$ cat src/rtl/karatsuba_iter_mult_if.sv
// Start/busy/done handshake and operand/result bus for karatsuba_iter_mult.
// The master side issues operations and the slave side is the multiplier.
interface karatsuba_iter_mult_if #(
   parameter int unsigned W = 32
);
   logic           start;
   logic [W-1:0]   a;
   logic [W-1:0]   b;
   logic           busy;
   logic           done;
   logic [2*W-1:0] product;

   modport master (output start, a, b, input busy, done, product);
   modport slave  (input start, a, b, output busy, done, product);
endinterface

$ cat src/rtl/karatsuba_iter_mult.sv
// Iterative Karatsuba multiplier: one (W/2)x(W/2) multiplier shared over the
// HI, LO and MID cycles, followed by a single accumulate cycle.
// Optional feature: define KARATSUBA_SIGNED_EN for two's-complement operands.
module karatsuba_iter_mult #(
   parameter int unsigned W = 32
) (
   input logic                 clk,
   input logic                 rst,
   karatsuba_iter_mult_if.slave bus
);
   localparam int unsigned H = W / 2;

   typedef enum logic [2:0] {StIdle, StHi, StLo, StMid, StAcc} state_e;

   state_e         state_q, state_d;
   logic [W-1:0]   a_q, a_d, b_q, b_d;
   logic [W-1:0]   z2_q, z2_d, z0_q, z0_d;
   logic [W:0]     z1_q, z1_d;
   logic [2*W-1:0] product_q, product_d;
   logic           done_q, done_d;

   logic [H-1:0]   a_hi, a_lo, b_hi, b_lo, da, db, mul_x, mul_y;
   logic           a_lt, b_lt, sgn;
   logic [W-1:0]   mul_p;
   logic [W+1:0]   z_sum, z1_wide;
   logic           unused_z1_msb;
   logic [2*W-1:0] prod_mag, prod_res;
   logic [W-1:0]   a_in, b_in;

`ifdef KARATSUBA_SIGNED_EN
   logic neg_q, neg_d;
`endif

   assign a_hi = a_q[W-1:H];
   assign a_lo = a_q[H-1:0];
   assign b_hi = b_q[W-1:H];
   assign b_lo = b_q[H-1:0];

   // Absolute half differences and the sign of their product for the middle term
   always_comb begin
      a_lt = a_lo < a_hi;
      b_lt = b_lo < b_hi;
      da   = a_lt ? (a_hi - a_lo) : (a_lo - a_hi);
      db   = b_lt ? (b_hi - b_lo) : (b_lo - b_hi);
      sgn  = a_lt ^ b_lt;
   end

   // Shared multiplier operand select; zero outside the three multiply cycles
   always_comb begin
      mul_x = '0;
      mul_y = '0;
      unique case (state_q)
         StHi:    begin mul_x = a_hi; mul_y = b_hi; end
         StLo:    begin mul_x = a_lo; mul_y = b_lo; end
         StMid:   begin mul_x = da;   mul_y = db;   end
         default: ;
      endcase
   end

   assign mul_p = {{H{1'b0}}, mul_x} * {{H{1'b0}}, mul_y};

   // Middle term z1 = z2 + z0 -/+ m; two guard bits keep the subtraction exact
   always_comb begin
      z_sum         = {2'b00, z2_q} + {2'b00, z0_q};
      z1_wide       = sgn ? (z_sum + {2'b00, mul_p}) : (z_sum - {2'b00, mul_p});
      unused_z1_msb = z1_wide[W+1];
   end

   // Final recombination, with optional sign restore
   always_comb begin
      prod_mag = {z2_q, {W{1'b0}}}
               + ({{(W-1){1'b0}}, z1_q} << H)
               + {{W{1'b0}}, z0_q};
`ifdef KARATSUBA_SIGNED_EN
      prod_res = neg_q ? ({(2*W){1'b0}} - prod_mag) : prod_mag;
`else
      prod_res = prod_mag;
`endif
   end

   // Operand capture: magnitudes in signed builds, raw values otherwise
   always_comb begin
`ifdef KARATSUBA_SIGNED_EN
      a_in = bus.a[W-1] ? ({W{1'b0}} - bus.a) : bus.a;
      b_in = bus.b[W-1] ? ({W{1'b0}} - bus.b) : bus.b;
`else
      a_in = bus.a;
      b_in = bus.b;
`endif
   end

   // Next-state and datapath update decode
   always_comb begin
      state_d   = state_q;
      a_d       = a_q;
      b_d       = b_q;
      z2_d      = z2_q;
      z0_d      = z0_q;
      z1_d      = z1_q;
      product_d = product_q;
      done_d    = 1'b0;
`ifdef KARATSUBA_SIGNED_EN
      neg_d     = neg_q;
`endif
      unique case (state_q)
         StIdle: begin
            if (bus.start) begin
               state_d = StHi;
               a_d     = a_in;
               b_d     = b_in;
`ifdef KARATSUBA_SIGNED_EN
               neg_d   = bus.a[W-1] ^ bus.b[W-1];
`endif
            end
         end
         StHi: begin
            z2_d    = mul_p;
            state_d = StLo;
         end
         StLo: begin
            z0_d    = mul_p;
            state_d = StMid;
         end
         StMid: begin
            z1_d    = z1_wide[W:0];
            state_d = StAcc;
         end
         StAcc: begin
            product_d = prod_res;
            done_d    = 1'b1;
            state_d   = StIdle;
         end
         default: state_d = StIdle;
      endcase
   end

   // State register
   always_ff @(posedge clk or posedge rst) begin
      if (rst) state_q <= StIdle;
      else     state_q <= state_d;
   end

   // Datapath registers; reset also kills the result of any in-flight operation
   always_ff @(posedge clk or posedge rst) begin
      if (rst) begin
         a_q       <= '0;
         b_q       <= '0;
         z2_q      <= '0;
         z0_q      <= '0;
         z1_q      <= '0;
         product_q <= '0;
         done_q    <= 1'b0;
`ifdef KARATSUBA_SIGNED_EN
         neg_q     <= 1'b0;
`endif
      end else begin
         a_q       <= a_d;
         b_q       <= b_d;
         z2_q      <= z2_d;
         z0_q      <= z0_d;
         z1_q      <= z1_d;
         product_q <= product_d;
         done_q    <= done_d;
`ifdef KARATSUBA_SIGNED_EN
         neg_q     <= neg_d;
`endif
      end
   end

   assign bus.busy    = (state_q != StIdle);
   assign bus.done    = done_q;
   assign bus.product = product_q;
endmodule

$ cat src/flat_wrapper.sv
// flat-port wrapper written by rule: the top's interface ports become plain ports
module karatsuba_iter_mult_flat 
#(
   parameter int unsigned W = 32
)
  (clk, rst, bus_start, bus_a, bus_b, bus_busy, bus_done, bus_product);
  karatsuba_iter_mult_if #(.W(W)) bus_i ();
  input logic clk;
  input logic rst;
  input wire logic [$bits(bus_i.start)-1:0] bus_start;
  input wire logic [$bits(bus_i.a)-1:0] bus_a;
  input wire logic [$bits(bus_i.b)-1:0] bus_b;
  output wire logic [$bits(bus_i.busy)-1:0] bus_busy;
  output wire logic [$bits(bus_i.done)-1:0] bus_done;
  output wire logic [$bits(bus_i.product)-1:0] bus_product;
  assign bus_i.start = bus_start;
  assign bus_i.a = bus_a;
  assign bus_i.b = bus_b;
  assign bus_busy = bus_i.busy;
  assign bus_done = bus_i.done;
  assign bus_product = bus_i.product;
  karatsuba_iter_mult #(.W(W)) u_core (.clk(clk), .rst(rst), .bus(bus_i));
endmodule
$ cat config.mk
export PLATFORM = sky130hd
export DESIGN_NAME = karatsuba_iter_mult_flat
export DESIGN_NICKNAME = d
export VERILOG_FILES = /design/src/rtl/karatsuba_iter_mult_if.sv /design/src/rtl/karatsuba_iter_mult.sv /design/src/flat_wrapper.sv
export SDC_FILE = /design/constraint.sdc
export NUM_CORES = 1
export LEC_CHECK = 0
export BUFFER_PORTS_ARGS = -buffer_cell sky130_fd_sc_hd__buf_2
export CAP_MARGIN = 20
export CORE_MARGIN = 2
export CORE_UTILIZATION = 45
export CTS_BUF_LIST = sky130_fd_sc_hd__clkbuf_16
export DETAILED_ROUTE_END_ITERATION = 10
export SLEW_MARGIN = 10
export SYNTH_ARGS = -nofsm -noshare
export SYNTH_HDL_FRONTEND = slang
export SYNTH_SLANG_ARGS = --single-unit
export TNS_END_PERCENT = 1
$ cat constraint.sdc
create_clock -name clk -period 16.75 [get_ports clk]
set_clock_uncertainty 0.1 [all_clocks]
set_input_delay 0.8375 -clock clk [delete_from_list [all_inputs] [get_ports clk]]
set_output_delay 0.8375 -clock clk [all_outputs]
set_load 0.02 [all_outputs]
* After elaboration in Yosys (flattened, before gate mapping)
Index checks and enable logic that the tools add are counted.
** Storage, ports and cells
- Flip-flop bits (word level) :: 229
- Output and inout bits :: 66
- Word-level logic and storage cells :: 37
** Operators by class
- $add $sub $neg :: 9
- $mul :: 1
- Magnitude comparators :: 2
- Equal/unequal tests :: 5
- Muxes and demuxes :: 8
- Bitwise gates (word level) :: 1
- Reductions and logical operators :: 3
** Operators with widths (count)
- 16-bit case mux with 3 select lines :: 2
- 64-bit by 32-bit adder with 64-bit output :: 1
- 64-bit by 49-bit adder with 64-bit output :: 1
- 16-bit subtractor :: 4
- 32-bit by 32-bit adder with 33-bit output :: 1
- 33-bit by 32-bit adder with 33-bit output :: 1
- 33-bit 2-to-1 mux :: 1
- 33-bit by 32-bit subtractor with 33-bit output :: 1
- 16-bit < comparator :: 2
- 16-bit by 16-bit multiplier with 32-bit output :: 1
- 16-bit 2-to-1 mux :: 2
- 3-bit case mux with 4 select lines :: 1
- 3-bit by 2-bit equality test with 1-bit output, second input constant :: 2
- 3-bit by 1-bit equality test with 1-bit output, second input constant :: 1
- 3-bit equality test, second input constant :: 1
- 3-bit zero test :: 1
- 3-bit 2-to-1 mux :: 1
- 3-bit nonzero test :: 1
- 2-bit != test, second input constant :: 1
- 2-bit AND reduction :: 1
- 1-bit 2-to-1 mux :: 1
- 1-bit bitwise XOR :: 1

* Logic depth before layout (Yosys ltp)
- Word-level depth :: 6
- Mapped depth :: 55

* Worst setup path after synthesis
No wires, ideal clock.
- Path type :: flip-flop to flip-flop
- Start point :: register u_core.b_q[0]
- End point :: register u_core.z1_q[32]
- Setup time :: 0.134 ns
- Arrival time :: 11.707 ns
- Setup slack :: 4.808 ns
- Stages on the path, launching flop included :: 49
- Path buffers :: 3
- Clock period less this slack :: 11.942 ns
- Cell sequence :: dfrtp_1 inv_1 ha_1 inv_1 fa_1 a21oi_1 o21bai_1 a21oi_1 o211ai_1 a31oi_2 mux2_2 o21ai_1 xor2_1 a222oi_1 clkbuf_1 nor2_1 fa_1 inv_1 (+13 left out) or3_1 a2111oi_1 and2_1 a21oi_1 xnor2_1 ha_1 clkbuf_1 a2111oi_0 o21ai_0 a31o_2 a21oi_1 o21ai_0 o211a_1 o211a_1 or2_2 o2111a_1 a2111oi_1 nand2_1
** Between the ends
- Cells in the longest elaborated chain, start to end :: 6
- Elaborated cells on any way between the ends :: 10
- Classes of those cells :: 4 x add/sub; 1 x mul; 1 x order compare; 3 x mux; 1 x bitwise
** Ends and longest elaborated chain
- from (decl) :: RTL line karatsuba_iter_mult.sv:16 : logic [W-1:0] a_q, a_d, b_q, b_d;
- from (signal assigned) :: RTL line karatsuba_iter_mult.sv:147 : b_q <= '0;
- from (signal assigned) :: RTL line karatsuba_iter_mult.sv:158 : b_q <= b_d;
- 16-bit subtractor or 16-bit < comparator (tied branches) :: RTL line karatsuba_iter_mult.sv:44, karatsuba_iter_mult.sv:42
- 16-bit 2-to-1 mux :: RTL line karatsuba_iter_mult.sv:44 : db = b_lt ? (b_hi - b_lo) : (b_lo - b_hi);
- 16-bit case mux with 3 select lines :: RTL line karatsuba_iter_mult.sv:52 : unique case (state_q)
- 16-bit by 16-bit multiplier with 32-bit output :: RTL line karatsuba_iter_mult.sv:60 : assign mul_p = {{H{1'b0}}, mul_x} * {{H{1'b0}}, mul_y};
- 33-bit by 32-bit subtractor with 33-bit output or 33-bit by 32-bit adder with 33-bit output (tied branches) :: RTL line karatsuba_iter_mult.sv:65 : z1_wide = sgn ? (z_sum + {2'b00, mul_p}) : (z_sum - {2'b00, mul_p});
- 33-bit 2-to-1 mux * :: RTL line karatsuba_iter_mult.sv:65
- to (signal assigned) :: RTL line karatsuba_iter_mult.sv:161 : z1_q <= z1_d;
- to (decl) :: RTL line karatsuba_iter_mult.sv:18 : logic [W:0] z1_q, z1_d;
Every way passes the cells marked *; elsewhere a longest branch is shown, timed or not.
A chain may end at the register's enable or synchronous reset.

* Worst setup path in the final report
Same ends and word-level chain as after synthesis.

==> run metrics <==
status completed; fillers 5683; TritonCTS clock tree yes; Placer Congestion 0.9579; Post-synth top flop dfrtp_1; critical path's most frequent cell fa_1; Final Max Slew Viols 0; Root Buffer clkbuf_16; placed cells 3960; RR Endpoint u_core.z1_q[32]; count of final hold-check violations 0; max-cap viol count 0; Startpoint Class flop; CP delay by family, top compound AO/OA/AOI/OAI gates; EDFF count, synth 0; H-Tree Depth 1; initial antenna violation count 0; Post-CTS Hold Buffers 0; pin count of the biggest net entering global routing 103; Clock transition at path regs 0.06 ns; Final Cycle Share 81.38%; critical path class flop to flop; core area 57480 µm²; Buf/Inv on CP 6; Seq/Total Area, Yosys 22.03%; Post-Route Utilization 49.22%; die area 59750 µm²; io pins 133; Non-Filler Instances 4012; router iterations before antenna repair 6; Worst Setup EP u_core.z1_q[32]; clk buf depth 3; critical path's slowest cell a2111oi_0; max-slew headroom at the worst pin 27.34%; Worst path depth 46; worst reg-to-reg path cell count 46; total gr overflow 0; Horiz. Die Dim 244.4 µm; DIE HEIGHT 244.4 µm; first-pass GRT wire length 123800 µm; GRT Total Usage 26.06%; YS warnings 0; vias in the first global route 22640; FF-to-FF Start u_core.b_q[0]; clk sink count 229; syn_area_per_cell 8.243 µm²; Antenna Cells 0; WL/cell 19.41 µm; CTS Buf Count 29; total setup buffers inserted after CTS 0; wire length on met2 38300 µm; Routed WL 77870 µm; RSZ-0062 raised after global routing false; row cnt 88; crit-path max cell delay 0.85 ns; critical path required time 17.12 ns; Synth-to-Final Area Change 8.749%; Worst setup startpoint u_core.b_q[0]; DRC errors left 0; FF+latch area 5731 µm²; Synth Cell Area 26010 µm²; clk_lat worst skew 0.60 ns; via/cell ratio 5.568; nets 3760; most frequent cells in the layout 535 x nand2_1, 347 x inv_1, 278 x o21ai_0, 266 x ha_1, 229 x dfrtp_1; R2R setup slack 3.12 ns; Yosys reg bits 229; via count 22340; critical path endpoint category flop; Post-synth ARST share 100.0%; Resize count post-CTS 0; top sig layer met4; Final setup viols 0; final worst path period need 13.63 ns; DRT iter0 DRCs 1265; FMAX 73.36 MHz; CP max FO 16; most common cell after layout, fill and taps aside nand2_1; Cell variety after synth 88; multi-input logic area 18550 µm²; Worst Path Arrival 14.00 ns; worst slew pin tran 1.090 ns; Detail Route Antenna Nets 0; layout cell share with drive strength beyond 1 7.823%; Gate Count Post-Synth 3156; syn nets 3690; hold crit path type input port to asynchronous set/reset pin; number of buffers added on ports 132; hpwl dp 63210 µm; met1 WL 32660 µm; Initial Util 45.26%; Setup TNS Final 0 ns; routed wl met3 3606 µm
## worst reg2reg max path, delay by kind of cell (launching register included)
| kind | cells | cell delay (ns) |
|---|---|---|
| buf+inv | 6 | 0.66 |
| compound gates | 20 | 6.13 |
| simple gates | 7 | 1.18 |
| flops | 1 | 0.41 |
| mux | 1 | 0.36 |
| xor+xnor | 2 | 0.34 |
| fa+ha+maj | 10 | 4.29 |
## how the worst min path moves through the flow
stage	to	slack, ns	cells past startpoint
after floorplan	u_core.z1_q[0]	0.35	2
after global placement	u_core.bus.product[1]	0.35	2
after detailed placement	u_core.bus.product[1]	0.36	2
after CTS	u_core.bus.product[9]	0.30	2
after global routing	u_core.bus.product[5]	0.35	2
final	u_core.bus.product[6]	0.30	2
## synth_stat cells, drive strengths merged, types with 4 or more instances
library cell / instances / share of area, %
mux2: 11 / 0.48
a222oi: 6 / 0.23
nor4: 13 / 0.31
a221o: 4 / 0.15
or2: 13 / 0.31
a31o: 4 / 0.13
nor2b: 38 / 0.91
a211oi: 21 / 0.63
nand3: 35 / 0.67
o31a: 4 / 0.13
nor2: 205 / 3.0
a21boi: 5 / 0.14
a31oi: 27 / 0.70
nand4: 23 / 0.55
and2: 29 / 0.70
buf: 18 / 0.33
a21oi: 178 / 3.5
o2111ai: 8 / 0.27
inv: 341 / 4.9
xor2: 71 / 2.4
o21ai: 290 / 5.6
a22oi: 20 / 0.63
or3: 12 / 0.29
nor3: 37 / 0.76
a221oi: 8 / 0.27
o31ai: 12 / 0.35
o21bai: 25 / 0.72
a211o: 9 / 0.31
clkbuf: 106 / 1.5
nand2: 535 / 7.7
o21a: 17 / 0.49
dfrtp: 229 / 22
o211ai: 14 / 0.46
mux2i: 18 / 0.69
a2111oi: 8 / 0.28
ha: 266 / 13
a21o: 94 / 2.7
and3: 19 / 0.48
nand2b: 31 / 0.75
fa: 201 / 15
xnor2: 96 / 3.2
or4: 5 / 0.16
## registers in the layout (all words and copies together) (netlist names)
name	flops
u_core.bus.product	64
u_core.z1_q	33
u_core.a_q	32
u_core.b_q	32
u_core.z0_q	32
u_core.z2_q	32
u_core.state_q	3
u_core.bus.done	1
## layout make-up
cell class,count,area share [%]
clock buffers,29,2.565
flip-flops and latches,229,20.26
multi-input cells,2462,65.56
well taps,765,3.383
inverters,341,4.551
clock inverters,23,0.5307
repair buffers,163,3.158
## through the flow
stage                     setup slack [ns]  hold slack (ns)  area [µm²]
after floorplan                      4.808           0.3523       26010
after global placement               3.437           0.3524       27410
after detailed placement             3.198           0.3577       27410
after CTS                            3.159           0.2977       28290
after global routing                 2.346           0.3481       28290
final                                3.118           0.2951       28290
## cell families (layout without fill, tap and decap cells)
logic type               count (synthesis)  in the layout  share of synthesized area (%)
flip-flops                             229            229                          22.03
AND/OR/NAND/NOR                       1008           1008                          17.09
adder cells (fa/ha/maj)                467            467                          28.26
buffers and inverters                  465            556                          6.782
XOR/XNOR                               167            167                          5.652
multiplexers                            29             29                          1.169
AO/OA/AOI/OAI                          791            791                          19.01
## routing by layer
metal | vias to the layer above | global-route usage, %
met3 | 134 | 2.524
met1 | 10750 | 32.25
li1 | 10780 | -
met2 | 674 | 46.70
met5 | - | 0
met4 | 0 | 10.08
Power is not shown: default switching activity piles up to over one toggle a cycle in this logic, so the estimate is an artifact.
